`config.mk`:
```
export PLATFORM = sky130hd
export DESIGN_NAME = food_spawner
export DESIGN_NICKNAME = d
export VERILOG_FILES = /design/src/rtl/snake_pkg.sv /design/src/rtl/lfsr_gen.sv /design/src/rtl/food_spawner.sv
export SDC_FILE = /design/constraint.sdc
export NUM_CORES = 1
export LEC_CHECK = 0
export ABC_AREA = 0
export BUFFER_PORTS_ARGS = -buffer_cell sky130_fd_sc_hd__buf_2
export CORE_UTILIZATION = 53
export DETAILED_ROUTE_END_ITERATION = 12
export GPL_ROUTABILITY_DRIVEN = 0
export PLACE_DENSITY = 0.78
export SYNTH_ARGS = -nofsm -noshare
export SYNTH_HDL_FRONTEND = slang
export SYNTH_HIERARCHICAL = 1
export SYNTH_SLANG_ARGS = --single-unit
```
`constraint.sdc`:
```
create_clock -name CLOCK_50 -period 6.11 [get_ports CLOCK_50]
set_input_delay 0.3055 -clock CLOCK_50 [delete_from_list [all_inputs] [get_ports CLOCK_50]]
set_output_delay 0.3055 -clock CLOCK_50 [all_outputs]
set_load 0.02 [all_outputs]
```
`src/rtl/snake_pkg.sv`:
```
// Shared snake-game definitions: grid defaults, food FSM states, width helper
// and the Galois LFSR tap table used by every LFSR instance in the game.
package snake_pkg;

    localparam int GRID_W_DEF = 64;
    localparam int GRID_H_DEF = 48;
    localparam int CELL_DEF   = 10;

    typedef enum logic [1:0] {
        EMPTY = 2'd0,
        DRAW  = 2'd1,
        HOLD  = 2'd2
    } state_t;

    // Ceiling log2, never less than 1 so a 1-wide grid still gets a 1-bit index.
    function automatic int clog2(input int value);
        int w;
        w = 1;
        while ((64'd1 << w) < 64'(value)) w = w + 1;
        return w;
    endfunction

    // Maximal-length Galois tap masks (right-shifting form); 0 = width unsupported.
    function automatic logic [63:0] lfsr_taps(input int width);
        logic [63:0] t;
        case (width)
            4:       t = 64'h9;
            5:       t = 64'h12;
            6:       t = 64'h21;
            7:       t = 64'h41;
            8:       t = 64'hB8;
            10:      t = 64'h240;
            12:      t = 64'hE08;
            16:      t = 64'hB400;
            20:      t = 64'h90000;
            24:      t = 64'hE10000;
            32:      t = 64'h80200003;
            default: t = 64'h0;
        endcase
        return t;
    endfunction

endpackage

```
`src/rtl/lfsr_gen.sv`:
```
// Free-running Galois LFSR. Steps on every clock edge after reset release,
// regardless of what the consumer is doing, so draws decorrelate over time.
module lfsr_gen
    import snake_pkg::*;
#(
    parameter int                LFSR_W = 16,
    parameter logic [LFSR_W-1:0] SEED   = LFSR_W'(16'hACE1)
) (
    input  logic              CLOCK_50,
    input  logic              resetn,
    output logic [LFSR_W-1:0] q
);

    localparam logic [LFSR_W-1:0] TAPS = LFSR_W'(lfsr_taps(LFSR_W));

    if (TAPS == '0) begin : g_bad_width
        $error("lfsr_gen: no tap entry for this LFSR_W");
    end
    if (SEED == '0) begin : g_bad_seed
        $error("lfsr_gen: SEED must be nonzero (all-zero state locks up)");
    end

    // Shift right; when the bit falling out is 1, fold the tap mask back in.
    always_ff @(posedge CLOCK_50 or negedge resetn) begin
        if (!resetn) begin
            q <= SEED;
        end else if (q[0]) begin
            q <= (q >> 1) ^ TAPS;
        end else begin
            q <= q >> 1;
        end
    end

endmodule

```
`src/rtl/food_spawner.sv`:
```
// Food placement for the snake game: reject-samples grid cells from the LFSR,
// falls back to a deterministic walk after too many rejects, and respawns when
// the head lands on the food or on a spawn request.
//
// Handshake: spawn_req is a level request sampled only in EMPTY and HOLD (ignored
// while busy); food_valid marks food_x/food_y as a placed cell and stays high until
// the food is eaten or respawned; eaten is a single-cycle strobe with no back-pressure.
module food_spawner
    import snake_pkg::*;
#(
    parameter int                GRID_W    = GRID_W_DEF,
    parameter int                GRID_H    = GRID_H_DEF,
    parameter int                CELL      = CELL_DEF,
    parameter int                X_W       = 10,
    parameter int                Y_W       = 9,
    parameter int                LFSR_W    = 16,
    parameter logic [LFSR_W-1:0] SEED      = LFSR_W'(16'hACE1),
    parameter int                MAX_TRIES = 15
) (
    input  logic              CLOCK_50,
    input  logic              resetn,
    input  logic [X_W-1:0]    snake_x,
    input  logic [Y_W-1:0]    snake_y,
    input  logic              spawn_req,
    output logic [X_W-1:0]    food_x,
    output logic [Y_W-1:0]    food_y,
    output logic              food_valid,
    output logic              busy,
    output logic              eaten,
    output state_t            state_dbg,
    output logic [LFSR_W-1:0] lfsr_dbg
);

    localparam int CW = clog2(GRID_W);
    localparam int RW = clog2(GRID_H);
    localparam int TW = clog2(MAX_TRIES + 1);

    localparam logic [CW:0]     COL_LIM   = (CW + 1)'(GRID_W);
    localparam logic [RW:0]     ROW_LIM   = (RW + 1)'(GRID_H);
    localparam logic [CW-1:0]   COL_LAST  = CW'(GRID_W - 1);
    localparam logic [RW-1:0]   ROW_LAST  = RW'(GRID_H - 1);
    localparam logic [X_W-1:0]  CELL_X    = X_W'(CELL);
    localparam logic [Y_W-1:0]  CELL_Y    = Y_W'(CELL);
    localparam logic [TW-1:0]   TRIES_MAX = TW'(MAX_TRIES);

    if (GRID_W < 1 || GRID_H < 1 || longint'(GRID_W) > (longint'(1) << LFSR_W)) begin : g_bad_grid
        $error("food_spawner: grid size out of range");
    end
    if (longint'(GRID_W) * longint'(CELL) > (longint'(1) << X_W)) begin : g_bad_x
        $error("food_spawner: GRID_W*CELL does not fit in X_W");
    end
    if (longint'(GRID_H) * longint'(CELL) > (longint'(1) << Y_W)) begin : g_bad_y
        $error("food_spawner: GRID_H*CELL does not fit in Y_W");
    end
    if (CW + RW > LFSR_W) begin : g_bad_lfsr
        $error("food_spawner: LFSR too narrow for column+row index");
    end

    function automatic logic [X_W-1:0] col_px(input logic [CW-1:0] c);
        return X_W'(c) * CELL_X;
    endfunction

    function automatic logic [Y_W-1:0] row_px(input logic [RW-1:0] r);
        return Y_W'(r) * CELL_Y;
    endfunction

    // Raster-order successor: next column, wrapping to column 0 of the next row,
    // and from the last row back to row 0.
    function automatic logic [CW+RW-1:0] next_cell(input logic [CW-1:0] c, input logic [RW-1:0] r);
        logic [CW-1:0] nc;
        logic [RW-1:0] nr;
        nc = c + 1'b1;
        nr = r;
        if (c == COL_LAST) begin
            nc = '0;
            nr = (r == ROW_LAST) ? '0 : r + 1'b1;
        end
        return {nr, nc};
    endfunction

    state_t            state, state_n;
    logic [TW-1:0]     tries, tries_n;
    logic [CW-1:0]     food_col, load_col, cand_col, fb_col;
    logic [RW-1:0]     food_row, load_row, cand_row, fb_row;
    logic [CW+RW-1:0]  step1, step2;
    logic [LFSR_W-1:0] lfsr_q;
    logic              load, cand_ok, food_hit;

    lfsr_gen #(
        .LFSR_W (LFSR_W),
        .SEED   (SEED)
    ) u_lfsr (
        .CLOCK_50 (CLOCK_50),
        .resetn   (resetn),
        .q        (lfsr_q)
    );

    assign cand_col = lfsr_q[CW-1:0];
    assign cand_row = lfsr_q[CW+RW-1:CW];
    assign cand_ok  = ({1'b0, cand_col} < COL_LIM) && ({1'b0, cand_row} < ROW_LIM) &&
                      !((col_px(cand_col) == snake_x) && (row_px(cand_row) == snake_y));
    assign food_hit = (food_x == snake_x) && (food_y == snake_y);

    // Fallback cell: successor of the current food cell, skipping the head once.
    always_comb begin
        step1 = next_cell(food_col, food_row);
        step2 = next_cell(step1[CW-1:0], step1[CW+RW-1:CW]);
        if ((col_px(step1[CW-1:0]) == snake_x) && (row_px(step1[CW+RW-1:CW]) == snake_y)) begin
            {fb_row, fb_col} = step2;
        end else begin
            {fb_row, fb_col} = step1;
        end
    end

    // Next-state, retry counter and load decision; eaten is a Mealy strobe in HOLD.
    always_comb begin
        state_n  = state;
        tries_n  = tries;
        load     = 1'b0;
        load_col = cand_col;
        load_row = cand_row;
        eaten    = 1'b0;
        case (state)
            EMPTY: begin
                if (spawn_req) state_n = DRAW;
            end
            DRAW: begin
                if (tries == TRIES_MAX) begin
                    load     = 1'b1;
                    load_col = fb_col;
                    load_row = fb_row;
                    tries_n  = '0;
                    state_n  = HOLD;
                end else if (cand_ok) begin
                    load    = 1'b1;
                    tries_n = '0;
                    state_n = HOLD;
                end else begin
                    tries_n = tries + 1'b1;
                end
            end
            HOLD: begin
                if (food_hit) begin
                    eaten   = 1'b1;
                    state_n = DRAW;
                end else if (spawn_req) begin
                    state_n = DRAW;
                end
            end
            default: state_n = EMPTY;
        endcase
    end

    // State and retry counter registers.
    always_ff @(posedge CLOCK_50 or negedge resetn) begin
        if (!resetn) begin
            state <= EMPTY;
            tries <= '0;
        end else begin
            state <= state_n;
            tries <= tries_n;
        end
    end

    // Food position registers; they keep the last cell while no food is valid.
    always_ff @(posedge CLOCK_50 or negedge resetn) begin
        if (!resetn) begin
            food_col <= '0;
            food_row <= '0;
            food_x   <= '0;
            food_y   <= '0;
        end else if (load) begin
            food_col <= load_col;
            food_row <= load_row;
            food_x   <= col_px(load_col);
            food_y   <= row_px(load_row);
        end
    end

    assign food_valid = (state == HOLD);
    assign busy       = (state == DRAW);
    assign state_dbg  = state;
    assign lfsr_dbg   = lfsr_q;

endmodule

```
==> run_results.csv, run 1 <==
group,metric,value,unit
status,status,"complete, no violations",
pwr,p_switching,169,uW
global_routing,grt_util_all_layers,28.2,%
cells_and_area,final-instance-count-excl-fill,649,
pwr,p_leak,2.75,nW
setup_path,cp_data_arrival_time,6.02,ns
global_routing,grt_use_met1,37.5,%
pwr,clock_power_share,38.4,%
global_routing,wire_length_of_the_first_global_routing_pass,18.7,mm
synth,synthesis.area_per_instance,9.33,um2
setup_path,crit_path_max_incr_delay,0.56,ns
setup_path,worst-setup-path-type,"flip-flop to flip-flop",
synth,post_synth_edffs,0,
sta,transition_time_at_the_pin_with_the_least_slew_margin,1.03,ns
global_routing,grt_pass1_vias,3826,
placed_design,post-place-ws,0.164,ns
pwr,swShare,24.7,%
die,effective_utilization_at_floorplan,56.2,%
clocking,clkSinkCount,47,
sta,final_setup_vio_count,0,
clocking,cts_hold_buffers,0,
drt,routed_wire_length_per_instance,18.7,um
die,placeableCoreArea,7890,um2
placed_design,detailed_place_hpwl,9.20,mm
drt,antenna_violating_nets_left,0,
clocking,cts_tree,"done",
min_path,worst_hold_path_type,"primary input to asynchronous set/reset pin",
setup_path,worst-endpoint-required,6.32,ns
cells_and_area,num_antenna_cells,0,
global_routing,grt_max_degree,48,
setup_path,kind_of_start_point_of_the_critical_path,"flip-flop",
drt,dr_total_vias,3895,
pwr,total_power,686,uW
synth,ys.warnings.count,6,
drt,detail_route.first_pass.iterations,5,
pwr,pwr_density_cell,131,nW/um2
clocking,clk_latency,0.30,ns
cells_and_area,final_layout_size_suffix_gt1_share,28.5,%
synth,post-synth-top-area-cell,"dfrtp_1",
synth,synth-async-reset-ratio,100,%
pwr,seq_power_share,46.7,%
global_routing,antenna_violations_before_repair,0,
setup_path,critical_path.slowest_cell,"or4_4",
synth,syn_inst,475,
sta,final_period_minus_worst_setup_slack,5.81,ns
die,die_x,93.4,um
placed_design,postPlaceCellArea,4870,um2
drt,drt-initial-drc-count,184,
setup_path,critical_path_buf_inv_count,5,
synth,synth_top_area_share,22.0,%
synth,synth.yosys.seq_area_share,26.8,%
sta,number_of_endpoints_with_negative_hold_slack_in_the_final_report,0,
drt,drc_errors,0,
cells_and_area,design_area,5240,um2
pwr,vdd_drop_max,0.146,mV
synth,yosys_register_bits,47,
clocking,cts_max_level,2,
synth,synth.most_common_cell,"ha_1",
global_routing,globalRouteOverflowTotal,0,
sta,max_slew_margin,31.2,%
sta,timing.setup.tns,0,ns
sta,final_min_period_over_clock_period,95.1,%
setup_path,worst_setup_path_end_kind,"flip-flop",
die,number_of_top_level_design_ports,62,
drt,detail_route.vias_per_cell,6.00,
placed_design,port-buffer-count,59,
setup_path,cp_top_family,"simple AND/OR/NAND/NOR gates",
sta,hold_slack,0.186,ns
pwr,combPwrFrac,14.9,%
synth,synth_common_cells,"ha_1, xor2_1, dfrtp_1, inv_1, nand2_1",
flow_run,maxCapViolations,0,
sta,layout_setup_ws,0.299,ns
die,core.rowCount,32,
sta,max_slew_violation_total_from_the_final_report,0,
synth,synth_top_cells_by_area,"dfrtp_1, ha_1, xor2_1",
die,dieArea,8730,um2
clocking,ctsLongestPathBuffers,2,
clocking,cts_root_buffer,"clkbuf_8",
synth,ys_types,68,
cells_and_area,syn2layout_area_growth,18.2,%
pwr,power_report.internal_total,517,uW
cells_and_area,layout.core_utilization,66.4,%
synth,synthesis.area,4430,um2
global_routing,met3_usage,3.33,%
sta,final.setup_skew,0.0114,ns
placed_design,placed_cells,635,
die,die_h,93.4,um
synth,synth-main-ff-cell,"dfrtp_1",
cells_and_area,fin_nets,627,
clocking,cts-buffers-inserted,5,
global_routing,busiest_layer,"met2",
global_routing,grtUsageMet2,46.0,%
setup_path,worstPathMaxFanout,8,
clocking,clk_transition_reported_paths,0.08,ns
drt,drt-total-wl,12.2,mm
sta,fmax,172,MHz
## final cells by class
| cell class | instances | area, um2 |
|---|---|---|
| clock buffers | 6 | 72.6 |
| clock inverters | 2 | 60.1 |
| fillers | 616 | 2650 |
| inverters | 39 | 146 |
| multi-input cells | 372 | 3180 |
| flip-flops and latches | 47 | 1190 |
| well taps | 102 | 128 |
| repair buffers | 81 | 460 |
## metal layers
layer,share of wire [%],vias to the layer above
met4,4.6,0
met3,6.7,40
li1,-,1814
met2,48,154
met5,0,-
met1,41,1887
## sequential cells by signal, indices dropped and copies added, names as in the netlist
signal	cells
food_col	6
food_row	6
food_x	7
food_y	6
state_dbg	2
tries	4
u_lfsr/q	16
## cells in the final DEF, fill, tap and decap left out, types with 7 or more instances in the layout
cell     instances
dfstp_2          8
mux2_2          14
a21oi_1         12
o21ai_0         24
buf_2           59
a21o_1          11
dfrtp_1         37
nand3_1         16
xor2_1          41
inv_1           38
ha_1            51
nor2_1          16
nor4_1          10
nand2_1         33
xnor2_1         26
buf_4           22
nand4_1          7
## power by group through the flow
stage	clock network (mW)	logic, mW	registers, mW
final	0.264	0.102	0.320
after global routing	0.281	0.111	0.321
after detailed placement	0	0.0966	0.326
after CTS	0.269	0.0975	0.320
after floorplan	0	0.0574	0.328
after global placement	0	0.0945	0.325
## path summary, 6_finish.rpt
check                                   startpoint                        to  slack, ns  cells after the start
min                                         resetn    u_lfsr/q[14]$_DFF_PN0_       0.19                      1
min reg2reg                 u_lfsr/q[12]$_DFF_PN0_    u_lfsr/q[11]$_DFF_PN1_       0.38                      0
max in group asynchronous                   resetn   food_col[2]$_DFFE_PN0P_       5.22                      1
max reg2reg                food_col[1]$_DFFE_PN0P_     food_x[8]$_DFFE_PN0P_       0.30                     29
min in group CLOCK_50                    spawn_req  state_dbg[1]$_DFFE_PN0P_       0.21                      2
max                        food_col[1]$_DFFE_PN0P_     food_x[8]$_DFFE_PN0P_       0.30                     29
## what timing repair did
action                                  4_1_cts  5_1_grt
endpoints found under the setup margin        0        5
gates resized for setup                       0       40
setup buffers                                 0        6
## kinds of logic after synthesis
kind of cell | after synthesis | share of synthesized area [%]
xor gates and xnor gates | 70 | 13.8
muxes | 18 | 4.46
and+or+nand+nor | 138 | 17.4
buffers and inverters | 57 | 5.76
DFF | 47 | 26.8
adders and majority gates | 59 | 17.7
AOI/OAI and AO/OA | 85 | 14.0
other | 1 | 0.0846
Note: power is estimated with default switching activity, not from simulation.
==> run 2: changes to the inputs <==
Clock period 6.11 ns to 5.2 ns, I/O delays scaled along.
==> run_results.csv, run 2 (synthesized netlist as in run 1, its figures left out) <==
group,metric,value,unit
status,status,"finished, violations left",
status,failed_checks,"negative setup slack",
cells_and_area,registers.top_by_ff_count,"u_lfsr/q",
clocking,cts_root_buffer,"clkbuf_8",
clocking,cts-buffers-inserted,5,
drt,dr_total_vias,4593,
global_routing,grt_pass1_vias,4606,
clocking,ctsLongestPathBuffers,2,
global_routing,grt_max_degree,48,
setup_path,timing.rr.end,"food_x[8]$_DFFE_PN0P_",
sta,grt_setup_unrepaired,"yes",
clocking,cts_max_level,2,
pwr,pwr_density_cell,135,nW/um2
sta,max_slew_margin,18.4,%
cells_and_area,fin_nets,710,
sta,transition_time_at_the_pin_with_the_least_slew_margin,1.22,ns
setup_path,worst_path_most_repeated_cell,"buf_4",
setup_path,worstRegToRegCells,28,
setup_path,capture_point_of_the_worst_path,"food_x[8]$_DFFE_PN0P_",
flow_run,maxCapViolations,0,
global_routing,grt_util_all_layers,33.1,%
drt,drt-initial-drc-count,234,
cells_and_area,largest_reg_flops,16,
pwr,p_leak,3.16,nW
drt,antenna_violating_nets_left,0,
setup_path,worst-setup-path-type,"flip-flop to flip-flop",
drt,detail_route.vias_per_cell,6.27,
sta,final.setup_skew,0.00877,ns
clocking,cts_hold_buffers,0,
min_path,worst_hold_path_type,"primary input to asynchronous set/reset pin",
clocking,clkSinkCount,47,
cells_and_area,num_antenna_cells,0,
die,die_x,93.4,um
pwr,vdd_drop_max,0.132,mV
sta,max_slew_violation_total_from_the_final_report,0,
setup_path,worstPathMaxFanout,5,
setup_path,critical_path.startpoint,"food_col[4]$_DFFE_PN0P_",
drt,drt-total-wl,15.6,mm
sta,final_period_minus_worst_setup_slack,5.97,ns
drt,drc_errors,0,
clocking,cts_tree,"done",
die,die_h,93.4,um
drt,routed_wire_length_per_instance,21.4,um
clocking,clk_transition_reported_paths,0.11,ns
sta,number_of_endpoints_with_negative_hold_slack_in_the_final_report,0,
clocking,clk_latency,0.32,ns
sta,final_setup_vio_count,9,
die,effective_utilization_at_floorplan,56.2,%
cells_and_area,mostFrequentLayoutCell,"buf_4",
cells_and_area,layout_common_cells,"buf_4, buf_2, xor2_1, ha_1, dfrtp_1",
cells_and_area,layout.core_utilization,76.7,%
global_routing,wire_length_of_the_first_global_routing_pass,22.2,mm
sta,layout_setup_ws,-0.772,ns
global_routing,busiest_layer,"met2",
setup_path,critical_path.slowest_cell,"or4_4",
setup_path,worst_setup_path_end_kind,"flip-flop",
sta,final_min_period_over_clock_period,115,%
cells_and_area,final_layout_size_suffix_gt1_share,42.4,%
cells_and_area,largestRegisters,"u_lfsr/q x16, food_x x7",
die,placeableCoreArea,7890,um2
global_routing,met3_usage,5.69,%
cells_and_area,syn2layout_area_growth,36.6,%
sta,hold_slack,0.0102,ns
die,core.rowCount,32,
cells_and_area,final.fill_count,468,
placed_design,detailed_place_hpwl,9.97,mm
sta,timing.setup.tns,-4.43,ns
die,number_of_top_level_design_ports,62,
setup_path,r2r_start,"food_col[4]$_DFFE_PN0P_",
drt,detail_route.first_pass.iterations,5,
sta,fmax,167,MHz
setup_path,reg2reg_slack,-0.77,ns
setup_path,crit_path_max_incr_delay,0.52,ns
global_routing,antenna_violations_before_repair,0,
setup_path,kind_of_start_point_of_the_critical_path,"flip-flop",
setup_path,worst-endpoint-required,5.43,ns
global_routing,grt_use_met1,37.1,%
setup_path,cp_data_arrival_time,6.20,ns
global_routing,globalRouteOverflowTotal,0,
die,dieArea,8730,um2
global_routing,grtUsageMet2,57.0,%
placed_design,port-buffer-count,59,
-- run 2: power by group --
group | switching, mW | total, mW | leakage (nW) | internal, mW
combinational | 0.0861 | 0.143 | 2.48 | 0.0569
sequential | 0.00554 | 0.376 | 0.619 | 0.370
clock | 0.151 | 0.297 | 0.0548 | 0.145
-- run 2: routing by layer --
metal / routed length, um / share of wire [%]
met3: 1060 / 6.8
met1: 5740 / 37
met2: 7600 / 49
met4: 1250 / 8.0
met5: 0 / 0
-- run 2: critical path, delay by kind of cell (launching register included) --
kind / cells / cell delay (ns)
DFF: 1 / 0.44
adders and majority gates: 4 / 1.15
xor gates and xnor gates: 2 / 0.47
AOI/OAI and AO/OA: 7 / 1.35
buffers and inverters: 7 / 0.94
and+or+nand+nor: 8 / 1.53
-- run 2: timing repair --
item	in CTS	in global routing
setup buffers	15	17
hold endpoints to repair	0	0
setup endpoints to repair	9	11
pin swaps	8	30
gates resized for setup	24	37
-- run 2: worst min-delay path by stage --
| stage | depth (start not counted) | slack (ns) | endpoint |
|---|---|---|---|
| floorplan | 0 | -0.04 | food_col[0]$_DFFE_PN0P_ |
| global placement | 0 | 0.35 | u_lfsr/q[11]$_DFF_PN1_ |
| detailed placement | 0 | 0.36 | u_lfsr/q[11]$_DFF_PN1_ |
| CTS | 2 | 0.07 | food_col[5]$_DFFE_PN0P_ |
| global route | 2 | 0.08 | food_col[5]$_DFFE_PN0P_ |
| finish | 2 | 0.01 | food_col[5]$_DFFE_PN0P_ |
-- run 2: per-stage QoR --
step           instance area [um2]  power, mW  std cells  setup slack (ns)
2_1_floorplan                 4540      0.456        476            -0.272
3_3_place_gp                  5390      0.503        692            -0.253
3_5_place_dp                  5390      0.507        692            -0.428
4_1_cts                       5700      0.795        715            -0.431
5_1_grt                       6050      0.837        732             -1.04
6_report                      6050      0.816        732            -0.772
-- run 2: final cells by class --
cell class,instances,area [um2],share of cell area [%]
Timing Repair Buffer,164,1120,18.5
Clock inverter,3,46.3,0.765
Clock buffer,5,68.8,1.14
Tap cell,102,128,2.11
Multi-Input combinational cell,372,3350,55.4
Sequential cell,47,1190,19.6
Inverter,39,146,2.42
